--- src/rtl/w_grf_writer.sv ---
// w_grf_writer: arbitrates W-stage and queued MDU writes onto the single GRF write port
module w_grf_writer #(
  parameter int DEPTH = 4,
  parameter int AW = 2
) (
  input  logic          clk,
  input  logic          rst_n,
  input  logic          pipe_we,
  input  logic [4:0]    pipe_a3,
  input  logic [31:0]   pipe_wd,
  input  logic [31:0]   pipe_pc,
  input  logic          mdu_valid,
  output logic          mdu_ready,
  input  logic [4:0]    mdu_a3,
  input  logic [31:0]   mdu_wd,
  input  logic [31:0]   mdu_pc,
  input  logic [4:0]    rd_a1,
  input  logic [4:0]    rd_a2,
  output logic          busy_a1,
  output logic          busy_a2,
  output logic          grf_we,
  output logic [4:0]    grf_a3,
  output logic [31:0]   grf_wd,
  output logic [31:0]   grf_pc,
  output logic [AW:0]   q_count
);
  logic [DEPTH-1:0] q_live;
  logic [4:0]       q_a3 [DEPTH];
  logic [31:0]      q_wd [DEPTH];
  logic [31:0]      q_pc [DEPTH];
  logic [AW-1:0]    head, tail;
  logic pipe_eff, mdu_ok, empty, pop, bypass, enq;
  assign mdu_ready = q_count < (AW+1)'(DEPTH);
  assign pipe_eff = pipe_we && pipe_a3 != 5'd0;
  // a same-cycle pipe write to the same register makes the older MDU result dead
  assign mdu_ok = mdu_valid && mdu_ready && mdu_a3 != 5'd0 && !(pipe_eff && mdu_a3 == pipe_a3);
  assign empty = q_count == '0;
  assign pop = !pipe_eff && !empty;
  assign bypass = !pipe_eff && empty && mdu_ok;
  assign enq = mdu_ok && !bypass;
  always_comb begin
    busy_a1 = 1'b0;
    busy_a2 = 1'b0;
    for (int i = 0; i < DEPTH; i++) begin
      busy_a1 = busy_a1 | (q_live[i] && q_a3[i] == rd_a1);
      busy_a2 = busy_a2 | (q_live[i] && q_a3[i] == rd_a2);
    end
    busy_a1 = busy_a1 && rd_a1 != 5'd0;
    busy_a2 = busy_a2 && rd_a2 != 5'd0;
  end
  always_ff @(posedge clk or negedge rst_n) begin
    if (!rst_n) begin
      grf_we <= 1'b0;
      grf_a3 <= '0;
      grf_wd <= '0;
      grf_pc <= '0;
      q_live <= '0;
      head <= '0;
      tail <= '0;
      q_count <= '0;
      for (int i = 0; i < DEPTH; i++) begin
        q_a3[i] <= '0;
        q_wd[i] <= '0;
        q_pc[i] <= '0;
      end
    end else begin
      grf_we <= pipe_eff || bypass || (pop && q_live[head]);
      if (pipe_eff) begin
        grf_a3 <= pipe_a3;
        grf_wd <= pipe_wd;
        grf_pc <= pipe_pc;
      end else if (pop && q_live[head]) begin
        grf_a3 <= q_a3[head];
        grf_wd <= q_wd[head];
        grf_pc <= q_pc[head];
      end else if (bypass) begin
        grf_a3 <= mdu_a3;
        grf_wd <= mdu_wd;
        grf_pc <= mdu_pc;
      end
      for (int i = 0; i < DEPTH; i++)
        if (pipe_eff && q_a3[i] == pipe_a3) q_live[i] <= 1'b0;
      if (pop) begin
        q_live[head] <= 1'b0;
        head <= head + 1'b1;
      end
      if (enq) begin
        q_live[tail] <= 1'b1;
        q_a3[tail] <= mdu_a3;
        q_wd[tail] <= mdu_wd;
        q_pc[tail] <= mdu_pc;
        tail <= tail + 1'b1;
      end
      q_count <= q_count + (AW+1)'(enq) - (AW+1)'(pop);
    end
  end
endmodule

--- config.mk ---
export PLATFORM = sky130hd
export DESIGN_NAME = w_grf_writer
export DESIGN_NICKNAME = d
export VERILOG_FILES = /design/src/rtl/w_grf_writer.sv
export SDC_FILE = /design/constraint.sdc
export NUM_CORES = 1
export LEC_CHECK = 0
export BUFFER_PORTS_ARGS = -buffer_cell sky130_fd_sc_hd__buf_2
export CAP_MARGIN = 15
export CORE_MARGIN = 10
export CORE_UTILIZATION = 58
export CTS_CLUSTER_SIZE = 20
export DETAILED_ROUTE_END_ITERATION = 8
export PLACE_DENSITY = 0.91
export SLEW_MARGIN = 0
export SYNTH_ARGS = -nofsm -noshare
export SYNTH_HDL_FRONTEND = slang
export SYNTH_SLANG_ARGS = --single-unit
--- constraint.sdc ---
create_clock -name clk -period 3.25 [get_ports clk]
set_input_delay 0.325 -clock clk [delete_from_list [all_inputs] [get_ports clk]]
set_output_delay 0.325 -clock clk [all_outputs]
set_load 0.03 [all_outputs]
Word level (Yosys, flattened, before mapping)

Index checks and enable logic that the tools add are counted.

Logic and storage cells: 132
Bits of input ports: 152
Bits in registers: 357
Output and inout port bits: 76

Reduce and logical (&&, ||, !) cells: 39
Order comparisons: 8
Bitwise gates (word level): 11
Equality and inequality tests: 13
Mux-type cells: 37
Add/sub/neg operators: 4

Operators by type and width:

| kind                                                | number |
|---|---|
| two-way mux 32 bit                                  | 11 |
| bitwise mux 128 bit                                 | 2 |
| binary-select mux 32 bit (select 2 bit)             | 2 |
| equality test 5 bit                                 | 13 |
| demux 32 bit (select 2 bit)                         | 1 |
| two-way mux 5 bit                                   | 6 |
| logical AND 1 bit                                   | 27 |
| bitwise mux 20 bit                                  | 1 |
| nonzero test 5 bit                                  | 4 |
| binary-select mux 5 bit (select 2 bit)              | 1 |
| demux 5 bit (select 2 bit)                          | 1 |
| two-way mux 4 bit                                   | 2 |
| two-way mux 1 bit                                   | 7 |
| >= comparator 3 bit, second input constant          | 2 |
| < comparator 2 x 3 -> 1 bit, second input constant  | 2 |
| NOT 2 -> 3 bit                                      | 2 |
| OR 1 bit                                            | 6 |
| adder 2 x 1 -> 2 bit, second input constant         | 2 |
| bitwise AND 4 bit                                   | 1 |
| demux 1 bit (select 2 bit)                          | 2 |
| >= comparator 2 x 1 -> 1 bit, second input constant | 2 |
| logical NOT 1 bit                                   | 4 |
| NOT 4 bit                                           | 1 |
| OR 4 bit                                            | 1 |
| 8 further kinds                                     | 9 |

Depth between registers and ports, before layout

Gate-level depths: netlist (run 1).

Depth after elaboration: 10
Mapped depth: 12
Depth with buffers taken out: 11

Worst setup path before layout (run 1)

OpenSTA, ideal clock, no wires.

Path kind: input -> register
Start point: input pipe_a3[3]
End point: register q_count[2]
Required time: 3.114 ns
Buffers on the path: 1
Path slack: 0.386 ns
Library setup time: 0.136 ns
Stages on the path: 12
Arrival time: 2.728 ns
Cell sequence: buf_4 > or4_4 > o21a_2 > nand4_4 > nand3_1 > ha_1 > inv_1 > ha_1 > inv_1 > fa_1 > xnor2_1 > xnor2_1

Word-level cells in the longest chain between the ends: 10
Elaborated cells on any way between the ends: 14
Classes of those cells: add/sub: 2; eq/ne: 1; reduce/logical: 11

RTL lines:

| what                          | RTL line | source |
|---|---|---|
| start: declaration            | 9        | `input logic [4:0] pipe_a3,` |
| nonzero test 5 bit            | 34       | `assign pipe_eff = pipe_we && pipe_a3 != 5'd0;` |
| logical AND 1 bit             | 34       |  |
| logical AND 1 bit             | 36       | `assign mdu_ok = mdu_valid && mdu_ready && mdu_a3 != 5'd0 && !(pipe_eff && mdu_a3 == pipe_a3);` |
| logical NOT 1 bit             | 36       |  |
| logical AND 1 bit             | 36       |  |
| logical AND 1 bit             | 39       | `assign bypass = !pipe_eff && empty && mdu_ok;` |
| logical NOT 1 bit             | 40       | `assign enq = mdu_ok && !bypass;` |
| logical AND 1 bit             | 40       |  |
| adder 3 x 1 -> 3 bit          | 94       | `q_count <= q_count + (AW+1)'(enq) - (AW+1)'(pop);` |
| subtractor 3 x 1 -> 3 bit (*) | 94       |  |
| end signal: assignment        | 94       |  |
| end: declaration              | 25       | `output logic [AW:0] q_count` |

Mark *: on every way between the ends. The rest lies on a longest branch, timed or not.
A chain may end at the register's enable or synchronous reset.

Final worst setup path (run 1)

Start point: register q_count[2]
End point: register q_count[2]

Word-level cells in the longest chain between the ends: 9
Elaborated cells on any way between the ends: 13
Classes of those cells: add/sub: 2; order compare: 1; reduce/logical: 10

RTL lines:

| what                           | RTL line | source |
|---|---|---|
| < comparator 3 bit             | 33       | `assign mdu_ready = q_count < (AW+1)'(DEPTH);` |
| logical AND 1 bit (3 in a row) | 36       |  |
| logical AND 1 bit              | 39       |  |
| logical NOT 1 bit              | 40       |  |
| logical AND 1 bit              | 40       |  |
| adder 3 x 1 -> 3 bit           | 94       |  |
| subtractor 3 x 1 -> 3 bit (*)  | 94       |  |

Marks and branches as above.

==> summary.md, run 1 <==
| Metric | Value |
|---|---|
| Sequential power share | `0.371` |
| Antenna violations before repair | `9` |
| Wire length of the first global-routing pass | `around 65 mm` |
| DRT iter0 DRCs | `around 630` |
| Detailed placer's ending HPWL | `26.6 mm` |
| Category of the worst setup path launch point | `flop` |
| Count of clock tree sinks | `approximately 360` |
| Post-CTS Hold Fix Bufs | `1` |
| Crit path capture type | `flop` |
| Vias | `around 11,000` |
| Top cell type by total area after synthesis | `dfrtp_1` |
| Row cnt | `between 60 and 70` |
| Area of the die | `about 36,000 um2` |
| Max clock buf depth | `3` |
| Number of max-capacitance violations reported | `0` |
| Arrival @ worst endpoint | `between 3 and 4 ns` |
| VDD IR max | `slightly above 0.7 mV` |
| Number of filler cells placed in the layout | `around 1,900` |
| Comb pwr share | `0.420` |
| Internal power component | `~14 mW` |
| Routed length per instance | `about 23 um` |
| Clock input transition at the sequential cells of the worst setup and hold paths | `0.06 ns` |
| Area of the core | `around 29,000 um2` |
| Clock share of power | `0.209` |
| Buffer count from post-CTS setup fixing | `0` |
| Count of instances resized after the clock tree is built | `0` |
| Number of nets with antenna violations after routing | `0` |
| Run status | `finished, final reports clean` |
| Setup repair after global routing missed its margin | `false` |
| Worst-Margin Slew | `about 0.91 ns` |
| Number of remaining DRC errors | `0` |
| Clock insertion delay at the later pin of the skew report | `about 0.5 ns` |
| Synth Area per Inst | `approximately 15 um2` |
| Synth Warn # | `0` |
| Clock H-tree levels | `2` |
| Worst max-slew margin expressed relative to the limit | `0.396` |
| Worst Path Class, Setup | `reg -> reg` |
| Max frequency | `between 300 and 400 MHz` |
| Maximum fanout along the worst path | `6` |
| Total Wirelength | `around 41 mm` |
| Cells after synthesis | `roughly 1,200` |
| Post-Route Setup TNS | `0 ns` |
| Instance area after placement | `18,400 um2` |
| Clock Skews | `0.0200 ns` |
| Final critical path time including I/O delays and setup | `between 2 and 3 ns` |
| Fraction of the cycle the final worst path needs | `0.839` |
| Pin count of the biggest net entering global routing | `approximately 100` |
| Number of global-route vias before repair | `around 12,000` |
| FFs w/ async S/R, synth | `1.00` |
| Die Span X | `191 um` |
| Most repeated cell in the gate-level netlist after synthesis | `dfrtp_1` |
| Share of the core filled with cells | `0.687` |
| Area delta synth->final | `16.6%` |
| RR Endpoint | `q_count[2]$_DFF_PN0_` |
| Switching component of the power | `~7.7 mW` |
| Initial Utilization | `0.589` |
| Via density | `6.12` |
| Launch point of the critical path | `q_count[2]$_DFF_PN0_` |
| Leakage power figure | `between 8 and 9 nW` |
| Worst reg2reg startpoint | `q_count[2]$_DFF_PN0_` |
| Layout cell share with drive strength beyond 1 | `0.445` |
| TritonCTS Buffers | `37` |
| I/O pin cnt | `between 200 and 250` |
| Reg2reg setup slack | `roughly 0.52 ns` |
| Routability cong. | `approximately 0.92` |
| Number of max-slew violations in the final report | `0` |
| Commonest cells post-synth | `357 x dfrtp_1, 199 x mux2_2, 70 x a21oi_1, 70 x mux4_2` |
| Remaining Overflow, GRT | `0` |
| Worst r2r path cells | `10` |
| Dominant register cell in the synthesized netlist | `dfrtp_1` |
| PD cells | `1110 nW/um2` |
| Buffers added on ports | `227` |
| Cell types occupying the most area after synthesis | `dfrtp_1 53%, mux2_2 13%, mux4_2 9.3%, mux2i_1 4.1%, mux2_1 4.0%` |
| Final nets | `~1,500` |
| EDFF count, synth | `0` |
| Die H | `between 150 and 200 um` |
| Cell area after synthesis | `17,000 um2` |
| Cell at the root of the clock tree | `clkbuf_16` |
| Type of the tightest min-delay check | `in -> reg` |
| Final setup violating endpoints | `0` |
| Critical path required time | `about 3.6 ns` |
| Number of register bits inferred by synthesis | `357` |
| GRT Util Overall | `0.222` |
| Critical path capture point | `q_count[2]$_DFF_PN0_` |
| Final hold vios | `0` |
| Synthesized net count | `roughly 1,300` |
| Area fraction of the dominant cell type after synthesis | `0.527` |
| Count of different cell masters after synthesis | `35` |
| Pre-Repair DR Iteration Count | `4` |
| Switching Share | `0.352` |
| Share of the yosys chip area belonging to registers | `0.527` |
| CTS tree | `done` |
| Final instance area | `19,800 um2` |
metal layers:
layer	wire [um]	track usage	share of wire
met5	61	0	0.0015
met4	945	0.0678	0.023
met3	2350	0.0454	0.058
met2	20400	0.371	0.50
met1	17100	0.286	0.42
registers in the layout, summed over array words and instances, names as in the netlist:
name / count
q_wd: 128
grf_we: 1
q_pc: 128
q_a3: 20
q_count: 3
grf_a3: 5
grf_wd: 32
head: 2
grf_pc: 32
q_live: 4
tail: 2
kinds of logic (layout without fill, tap and decap cells):
family	Yosys count	after routing	synth area share
buf+inv	98	327	0.0356
flops	357	357	0.527
fa+ha+maj	11	11	0.00856
xor+xnor	69	69	0.0356
other cells	0	5	0
simple gates	49	49	0.0208
compound gates	154	154	0.0513
mux	416	416	0.322
worst min path at each step:
stage,cells past startpoint,startpoint,to
after global placement,1,rst_n,q_a3[16]$_DFFE_PN0P_
after CTS,2,mdu_pc[21],q_pc[53]$_DFFE_PN0P_
after detailed placement,1,rst_n,q_a3[16]$_DFFE_PN0P_
after floorplan,0,rst_n,grf_a3[0]$_DFFE_PN0P_
after global routing,2,mdu_pc[21],q_pc[53]$_DFFE_PN0P_
final,2,mdu_pc[21],q_pc[53]$_DFFE_PN0P_
cell type report:
class | count | area, um2 | area share
flip-flops and latches | 357 | 8940 | 0.452
multi-input cells | 699 | 7470 | 0.378
repair buffers | 255 | 1510 | 0.0763
clock buffers | 49 | 1070 | 0.0542
well taps | 384 | 480 | 0.0243
clock inverters | 15 | 270 | 0.0137
inverters | 8 | 30.0 | 0.00152
diodes | 5 | 12.5 | 0.000632
metrics by stage:
step           hold WS (ns)  total power [mW]  setup slack (ns)  instances
6_report             0.0770              21.9             0.524       1772
5_1_grt              0.0672              23.0             0.358       1771
4_1_cts              0.0603              22.0             0.506       1767
3_5_place_dp          0.423              17.3             0.154       1702
3_3_place_gp          0.438              16.8             0.205       1702
2_1_floorplan        0.0294              14.8             0.386       1154
cells in the final DEF, fill, tap and decap left out, types with 2 or more instances in the layout:
| cell type | Yosys | final |
|---|---|---|
| mux2i_1 | 69 | 69 |
| dfrtp_4 | 0 | 2 |
| clkbuf_8 | 0 | 8 |
| xnor2_1 | 26 | 26 |
| ha_1 | 10 | 10 |
| nand4_4 | 5 | 5 |
| buf_4 | 2 | 15 |
| nor4_1 | 12 | 12 |
| nand4_1 | 2 | 2 |
| clkinv_2 | 0 | 4 |
| diode_2 | 0 | 5 |
| nand2_1 | 6 | 5 |
| mux4_2 | 70 | 70 |
| mux2_2 | 199 | 199 |
| inv_1 | 8 | 8 |
| clkinvlp_4 | 0 | 2 |
| bufinv_16 | 0 | 7 |
| nand3_1 | 14 | 13 |
| o22ai_1 | 69 | 69 |
| buf_2 | 8 | 226 |
| o21ai_0 | 9 | 9 |
| clkbuf_1 | 36 | 3 |
| dfrtp_1 | 357 | 355 |
| mux2_4 | 18 | 18 |
| xor2_1 | 43 | 43 |
| nor3_1 | 2 | 2 |
| or4_1 | 3 | 3 |
| mux2_1 | 60 | 60 |
| a21oi_1 | 70 | 69 |
| clkbuf_16 | 0 | 38 |
| o21a_1 | 3 | 3 |
| buf_12 | 0 | 12 |
critical path, cell delays in order, from the launching register on:
cell	delay [ns]
dfrtp_1	0.45
nor2b_1	0.24
o21a_1	0.40
nand3_1	0.21
ha_1	0.34
inv_1	0.06
ha_1	0.13
inv_1	0.06
fa_1	0.42
xnor2_1	0.15
xnor2_1	0.13
power by group through the flow:
| stage | Sequential, mW | Clock [mW] | Combinational (mW) |
|---|---|---|---|
| after floorplan | 8.59 | 0 | 6.21 |
| after global placement | 7.90 | 0 | 8.88 |
| after detailed placement | 8.11 | 0 | 9.22 |
| final | 8.12 | 4.59 | 9.19 |
| after global routing | 8.34 | 4.84 | 9.86 |
| after CTS | 8.08 | 4.65 | 9.29 |
No activity file was read; power rests on OpenSTA's default activity.
==> run 2: changes to the inputs <==
CORE_UTILIZATION = 52   (was 58)
PLACE_DENSITY = 0.87   (was 0.91)
clock period = 2.4 ns   (was 3.25 ns; I/O delays follow)
==> summary.md, run 2 (synthesis results as in run 1) <==
| Metric | Value |
|---|---|
| Run status | `finished, final reports clean` |
| Wire length of the first global-routing pass | `69.2 mm (+6.3%)` |
| Number of filler cells placed in the layout | `2,305 (+23%)` |
| Worst max-slew margin expressed relative to the limit | `0.590 (+0.194)` |
| Category of the worst setup path launch point | `flop` |
| Die Span X | `201 um (+5.0%)` |
| Number of nets with antenna violations after routing | `0 (unchanged)` |
| DRT iter0 DRCs | `657 (+4.5%)` |
| Instance area after placement | `18,800 um2 (+1.9%)` |
| Number of max-slew violations in the final report | `0 (unchanged)` |
| Buffers added on ports | `227 (unchanged)` |
| Clock H-tree levels | `2 (unchanged)` |
| Most Crowded Layer GR | `met2` |
| Count of clock tree sinks | `357 (unchanged)` |
| CTS tree | `done` |
| Crit path capture type | `output port` |
| Worst-Margin Slew | `0.615 ns (-0.291 ns)` |
| Max frequency | `around 430 MHz` |
| I/O pin cnt | `228 (unchanged)` |
| Setup repair after global routing missed its margin | `true` |
| Largest delay contributor family on the critical path | `simple AND/OR/NAND/NOR gates` |
| VDD IR max | `0.870 mV (+22%)` |
| Total Wirelength | `42.7 mm (+4.6%)` |
| Remaining Overflow, GRT | `0 (unchanged)` |
| Routability cong. | `0.832 (-9.9%)` |
| PnR worst setup slack | `0.0771 ns (-0.447 ns)` |
| Initial Utilization | `0.524 (-0.0654)` |
| Clock share of power | `0.200 (-0.009)` |
| Leading cell type in the layout, fill and taps excluded | `dfrtp_1` |
| Detailed placer's ending HPWL | `27.3 mm (+2.8%)` |
| Fraction of the cycle the final worst path needs | `0.968` |
| PD cells | `1450 nW/um2 (+31%)` |
| Switching component of the power | `10.7 mW (+38%)` |
| Max stage delay on crit path | `0.46 ns (about the same)` |
| Via density | `5.84 (-4.5%)` |
| Pre-Repair DR Iteration Count | `5 (+1)` |
| Setup Slack @ Placement | `-0.228 ns (-0.382 ns)` |
| CP Cell Sequence | `xor2_1 -> nor4_2 -> nand3_1 -> nand4_1 -> o21a_1 -> buf_2` |
| Critical Path Slowest Stage Cell | `dfrtp_2` |
| TritonCTS Buffers | `39 (+5.4%)` |
| Clock insertion delay at the later pin of the skew report | `0.52 ns (about the same)` |
| Number of global-route vias before repair | `12,400 (+4.8%)` |
| Max clock buf depth | `3 (unchanged)` |
| Final instance area | `20,600 um2 (+4.1%)` |
| Area of the core | `32,400 um2 (+12%)` |
| Maximum fanout along the worst path | `5 (-1)` |
| Cell at the root of the clock tree | `clkbuf_16` |
| Antenna violations before repair | `4 (-5)` |
| Worst hold slack | `0.0184 ns (-0.0586 ns)` |
| Number of remaining DRC errors | `0 (unchanged)` |
| Global Route met1 Usage | `0.266 (-0.0201)` |
| Clock Skews | `0.0193 ns (-0.000746 ns)` |
| Pin count of the biggest net entering global routing | `82 (-20%)` |
| Area of the die | `40,200 um2 (+10%)` |
| Arrival @ worst endpoint | `2.08 ns (-1.03 ns)` |
| Clock input transition at the sequential cells of the worst setup and hold paths | `0.06 ns (about the same)` |
| Comb pwr share | `0.432 (+0.012)` |
| Routed length per instance | `22.4 um (-2.7%)` |
| Number of buffer and inverter instances along the worst setup path | `1 (-1)` |
| Met3 track utilization from global routing | `0.0373 (-0.00810)` |
| Layout cell share with drive strength beyond 1 | `0.445 (about the same)` |
| Final setup violating endpoints | `0 (unchanged)` |
| Type of the tightest min-delay check | `in -> reg` |
| Area delta synth->final | `21.4%` |
| Die H | `201 um (+5.0%)` |
| Leading registers by flop count | `q_pc: 128 flops, q_wd: 128 flops` |
| Row cnt | `66 (+6.5%)` |
| Final hold vios | `0 (unchanged)` |
| Commonest cells after routing, fill and taps aside | `350 x dfrtp_1, 225 x buf_2, 199 x mux2_2, 70 x mux4_2` |
| Internal power component | `19.2 mW (+36%)` |
| Final nets | `1,595 (+4.9%)` |
| Critical path required time | `2.16 ns (-1.47 ns)` |
| Number of max-capacitance violations reported | `0 (unchanged)` |
| Switching Share | `0.357 (+0.00461)` |
| Vias | `11,100 (+2.7%)` |
| Met2 usage in global routing | `0.363 (-0.00825)` |
| Worst Path Class, Setup | `reg -> out` |
| GRT Util Overall | `0.211 (-0.0110)` |
| Sequential power share | `0.368 (-0.003)` |
| Final critical path time including I/O delays and setup | `between 2 and 2.5 ns` |
| Leakage power figure | `9.29 nW (+3.7%)` |
==> run 2: changes by cell type in the layout (fill, tap and decap cells not counted), moves of 2 or more <==
cell / before / now
dfrtp_2: 0 / 5
dfrtp_1: 355 / 350
clkbuf_16: 38 / 41
clkinv_2: 4 / 6
nor4_2: 0 / 2
buf_12: 12 / 19
nor4_1: 12 / 10
diode_2: 5 / 3
buf_4: 15 / 33
clkbuf_1: 3 / 9
dlygate4sd3_1: 1 / 48
bufinv_16: 7 / 2
==> run 2: power groups by stage <==
stage	Combinational (mW)	Sequential [mW]	Clock, mW
2_1_floorplan	8.43	11.6	0
3_3_place_gp	12.4	10.7	0
3_5_place_dp	12.8	11.0	0
4_1_cts	13.0	11.0	6.11
5_1_grt	13.9	11.3	6.35
6_report	12.9	11.0	5.98
==> run 2: what timing repair did <==
item                       in CTS  in global routing
hold endpoints to repair      171                  0
setup endpoints to repair       0                  2
setup buffers                   0                  2
resized for setup               0                 10
hold buffers                   48                  0
==> run 2: worst reg2reg max path, cell delays in order (launching register included) <==
cell and delay, ns:
dfrtp_1 0.44, nor2b_1 0.25, o21a_1 0.21, nand3_2 0.08, ha_1 0.28, inv_1 0.07, ha_1 0.14, inv_1 0.06
fa_2 0.36, xnor2_2 0.15, xnor2_1 0.12
==> run 2: layout make-up <==
type                            count  area, um2  area share
Multi-Input combinational cell    699       7500       0.364
Sequential cell                   357       8950       0.434
Clock inverter                     12        138     0.00668
Antenna cell                        3       7.51    0.000364
Clock buffer                       57       1160      0.0561
Inverter                            8       30.0     0.00146
Tap cell                          442        553      0.0269
Timing Repair Buffer              327       2260       0.110
==> run 2: final timing paths <==
kind | depth (start not counted) | to | slack, ns | from
min in group asynchronous | 2 | q_a3[8]$_DFFE_PN0P_ | 0.31 | rst_n
max in group asynchronous | 3 | q_pc[113]$_DFFE_PN0P_ | 1.22 | rst_n
max | 6 | busy_a1 | 0.08 | q_a3[18]$_DFFE_PN0P_
max reg2reg | 10 | q_count[2]$_DFF_PN0_ | 0.15 | q_count[2]$_DFF_PN0_
min reg2reg | 1 | q_wd[12]$_DFFE_PN0P_ | 0.49 | q_wd[12]$_DFFE_PN0P_
min | 3 | grf_pc[12]$_DFFE_PN0P_ | 0.02 | pipe_pc[12]
==> run 2: metrics by stage <==
stage	TNS (ns)	total power, mW	instances	utilization
2_1_floorplan	-0.399	20.1	1154	-
3_5_place_dp	-6.43	23.8	1783	0.580
3_3_place_gp	-1.92	23.1	1783	0.580
6_report	0	29.9	1905	0.636
4_1_cts	0	30.0	1900	0.635
5_1_grt	-0.0520	31.6	1905	0.636
==> run 2: routing by layer <==
layer	wire, um	vias to the layer above
li1	-	4901
met1	17800	5829
met2	21800	331
met3	2140	66
met4	957	2
met5	12	-
==> run 3: changes to the inputs <==
CORE_ASPECT_RATIO = 0.7   (was not set)
CORE_MARGIN = not set   (was 10)
==> summary.md, run 3 (synthesis results as in run 1) <==
| Metric | Value |
|---|---|
| Final Total Pwr | `29.8 mW (-0.52%)` |
| Pin count of the biggest net entering global routing | `77 (-6.1%)` |
| Largest delay contributor family on the critical path | `simple AND/OR/NAND/NOR gates` |
| Comb pwr share | `0.431 (about the same)` |
| Die Span X | `218 um (+8.6%)` |
| Category of the worst setup path launch point | `flop` |
| I/O pin cnt | `228 (unchanged)` |
| Sequential cell area | `8940 um2 (about the same)` |
| Area of the core | `31,600 um2 (-2.3%)` |
| Row cnt | `54 (-18%)` |
| Antenna violations before repair | `1 (-3)` |
| Initial Utilization | `0.536 (+0.0124)` |
| Buffer count from post-CTS setup fixing | `0 (unchanged)` |
| Final nets | `1,587 (-0.50%)` |
| Critical path capture point | `busy_a1` |
| Clock insertion delay at the later pin of the skew report | `0.52 ns (about the same)` |
| Fraction of the cycle the final worst path needs | `0.954 (-0.0135)` |
| Clock input transition at the sequential cells of the worst setup and hold paths | `0.07 ns (about the same)` |
| Layout cell share with drive strength beyond 1 | `0.444 (-0.000838)` |
| Final hold vios | `0 (unchanged)` |
| Count of clock tree sinks | `357 (unchanged)` |
| Area of the die | `33,400 um2 (-17%)` |
| Detailed placer's ending HPWL | `26.4 mm (-3.4%)` |
| Setup repair after global routing missed its margin | `false` |
| Maximum fanout along the worst path | `5 (unchanged)` |
| Total Wirelength | `40.7 mm (-4.7%)` |
| Leakage power figure | `9.26 nW (-0.31%)` |
| GRT Util Overall | `0.251 (+0.0403)` |
| Share of the core filled with cells | `0.647 (+0.0112)` |
| CTS tree | `done` |
| Arrival @ worst endpoint | `2.05 ns (-0.03 ns)` |
| Via density | `5.91 (+1.2%)` |
| Cell at the root of the clock tree | `clkbuf_16` |
| Vias | `11,000 (-0.81%)` |
| Die H | `153 um (-24%)` |
| Switching component of the power | `10.6 mW (-1.0%)` |
| Worst hold slack | `0.0235 ns (+0.00509 ns)` |
| Critical path required time | `2.16 ns (about the same)` |
| Sequential power share | `0.372 (+0.004)` |
| Launch point of the critical path | `q_a3[18]$_DFFE_PN0P_` |
| Number of remaining DRC errors | `0 (unchanged)` |
| Crit. path cell count | `6 (unchanged)` |
| Post-Route Setup TNS | `0 ns (unchanged)` |
| Number of nets with antenna violations after routing | `0 (unchanged)` |
| Number of max-slew violations in the final report | `0 (unchanged)` |
| Worst max-slew margin expressed relative to the limit | `0.561 (-0.0289)` |
| Remaining Overflow, GRT | `0 (unchanged)` |
| Number of filler cells placed in the layout | `2,248 (-2.5%)` |
| Final critical path time including I/O delays and setup | `2.29 ns (-0.0323 ns)` |
| Crit path capture type | `output port` |
| Worst-Margin Slew | `0.658 ns (+0.0433 ns)` |
| Area delta synth->final | `20.7%` |
| PD cells | `1450 nW/um2 (about the same)` |
| Routability cong. | `0.911 (+9.5%)` |
| Routed length per instance | `21.8 um (-2.8%)` |
| Switching Share | `0.355 (-0.00176)` |
| Number of buffer and inverter instances along the worst setup path | `1 (unchanged)` |
| Critical Path Slowest Stage Cell | `dfrtp_1` |
| VDD IR max | `1.12 mV (+29%)` |
| Commonest cells after routing, fill and taps aside | `354 x dfrtp_1, 226 x buf_2, 199 x mux2_2, 70 x mux4_2` |
| DRT iter0 DRCs | `766 (+17%)` |
| Clock Skews | `0.0171 ns (-0.00215 ns)` |
| Max frequency | `437 MHz (+1.4%)` |
| Number of global-route vias before repair | `11,900 (-4.4%)` |
| Type of the tightest min-delay check | `in -> reg` |
| Run status | `finished, final reports clean` |
| Worst r2r path cells | `10 (unchanged)` |
| Area of combinational cells with multiple inputs | `7500 um2 (about the same)` |
| Max stage delay on crit path | `0.49 ns (+0.03 ns)` |
| CP Cell Sequence | `xor2_1 -> nor4_1 -> nand3_1 -> nand4_1 -> o21a_1 -> buf_2` |
| Worst reg2reg startpoint | `q_count[2]$_DFF_PN0_` |
| Final setup violating endpoints | `0 (unchanged)` |
| Pre-Repair DR Iteration Count | `5 (unchanged)` |
| Wire length of the first global-routing pass | `65.8 mm (-4.9%)` |
| Internal power component | `19.2 mW (-0.24%)` |
| Buffers added on ports | `227 (unchanged)` |
| Leading registers by flop count | `q_pc: 128 flops, q_wd: 128 flops` |
| Reg2reg setup slack | `0.16 ns (about the same)` |
| TritonCTS Buffers | `35 (-10%)` |
| Clock H-tree levels | `2 (unchanged)` |
| Max clock buf depth | `3 (unchanged)` |
| Number of max-capacitance violations reported | `0 (unchanged)` |
| Worst Path Class, Setup | `reg -> out` |
| Clock share of power | `0.196 (-0.004)` |
| RR Endpoint | `q_count[2]$_DFF_PN0_` |
| Leading cell type in the layout, fill and taps excluded | `dfrtp_1` |
-- run 3: power by group through the flow --
stage	clock network (mW)	registers (mW)	logic [mW]
global placement	0	10.8	12.3
global route	6.20	11.4	13.8
floorplan	0	11.6	8.43
CTS	5.94	11.0	12.9
detailed placement	0	11.1	12.7
finish	5.85	11.1	12.8
-- run 3: timing repair --
action | 4_1_cts | 5_1_grt
setup endpoints to repair | 0 | 2
hold buffers | 42 | 0
hold endpoints to repair | 124 | 0
resized for setup | 0 | 4
-- run 3: area by class of cell --
class                      count  area share
clock inverter                10     0.00856
inverter                       8     0.00147
antenna                        1    0.000122
tap                          420      0.0257
sequential                   357       0.437
timing repair buffer         323       0.110
multi-input combinational    699       0.367
clock buffer                  50      0.0510
-- run 3: how the worst min path moves through the flow --
stage / slack [ns] / startpoint / cells past startpoint / endpoint
2_1_floorplan: -0.06 / rst_n / 0 / grf_a3[0]$_DFFE_PN0P_
3_3_place_gp: 0.21 / rst_n / 1 / q_wd[92]$_DFFE_PN0P_
3_5_place_dp: 0.22 / rst_n / 1 / q_wd[92]$_DFFE_PN0P_
4_1_cts: 0.0002 / mdu_pc[19] / 2 / q_pc[51]$_DFFE_PN0P_
5_1_grt: 0.01 / mdu_pc[16] / 2 / q_pc[48]$_DFFE_PN0P_
6_report: 0.02 / mdu_pc[18] / 2 / q_pc[82]$_DFFE_PN0P_
-- run 3: per-layer routing --
| metal | GRT usage | routed length, um | up-vias |
|---|---|---|---|
| met5 | 0 | 0 | - |
| met4 | 0.0656 | 721 | 0 |
| met3 | 0.0470 | 2410 | 65 |
| met2 | 0.398 | 19500 | 368 |
| met1 | 0.358 | 18100 | 5743 |
| li1 | - | - | 4863 |
-- run 3: per-stage QoR --
step / std cells / setup slack (ns) / instance area, um2
floorplan: 1154 / -0.249 / 17000
global placement: 1765 / -0.212 / 18800
detailed placement: 1765 / -0.269 / 18800
CTS: 1867 / 0.0783 / 20500
global route: 1868 / 0.0307 / 20500
finish: 1868 / 0.109 / 20500
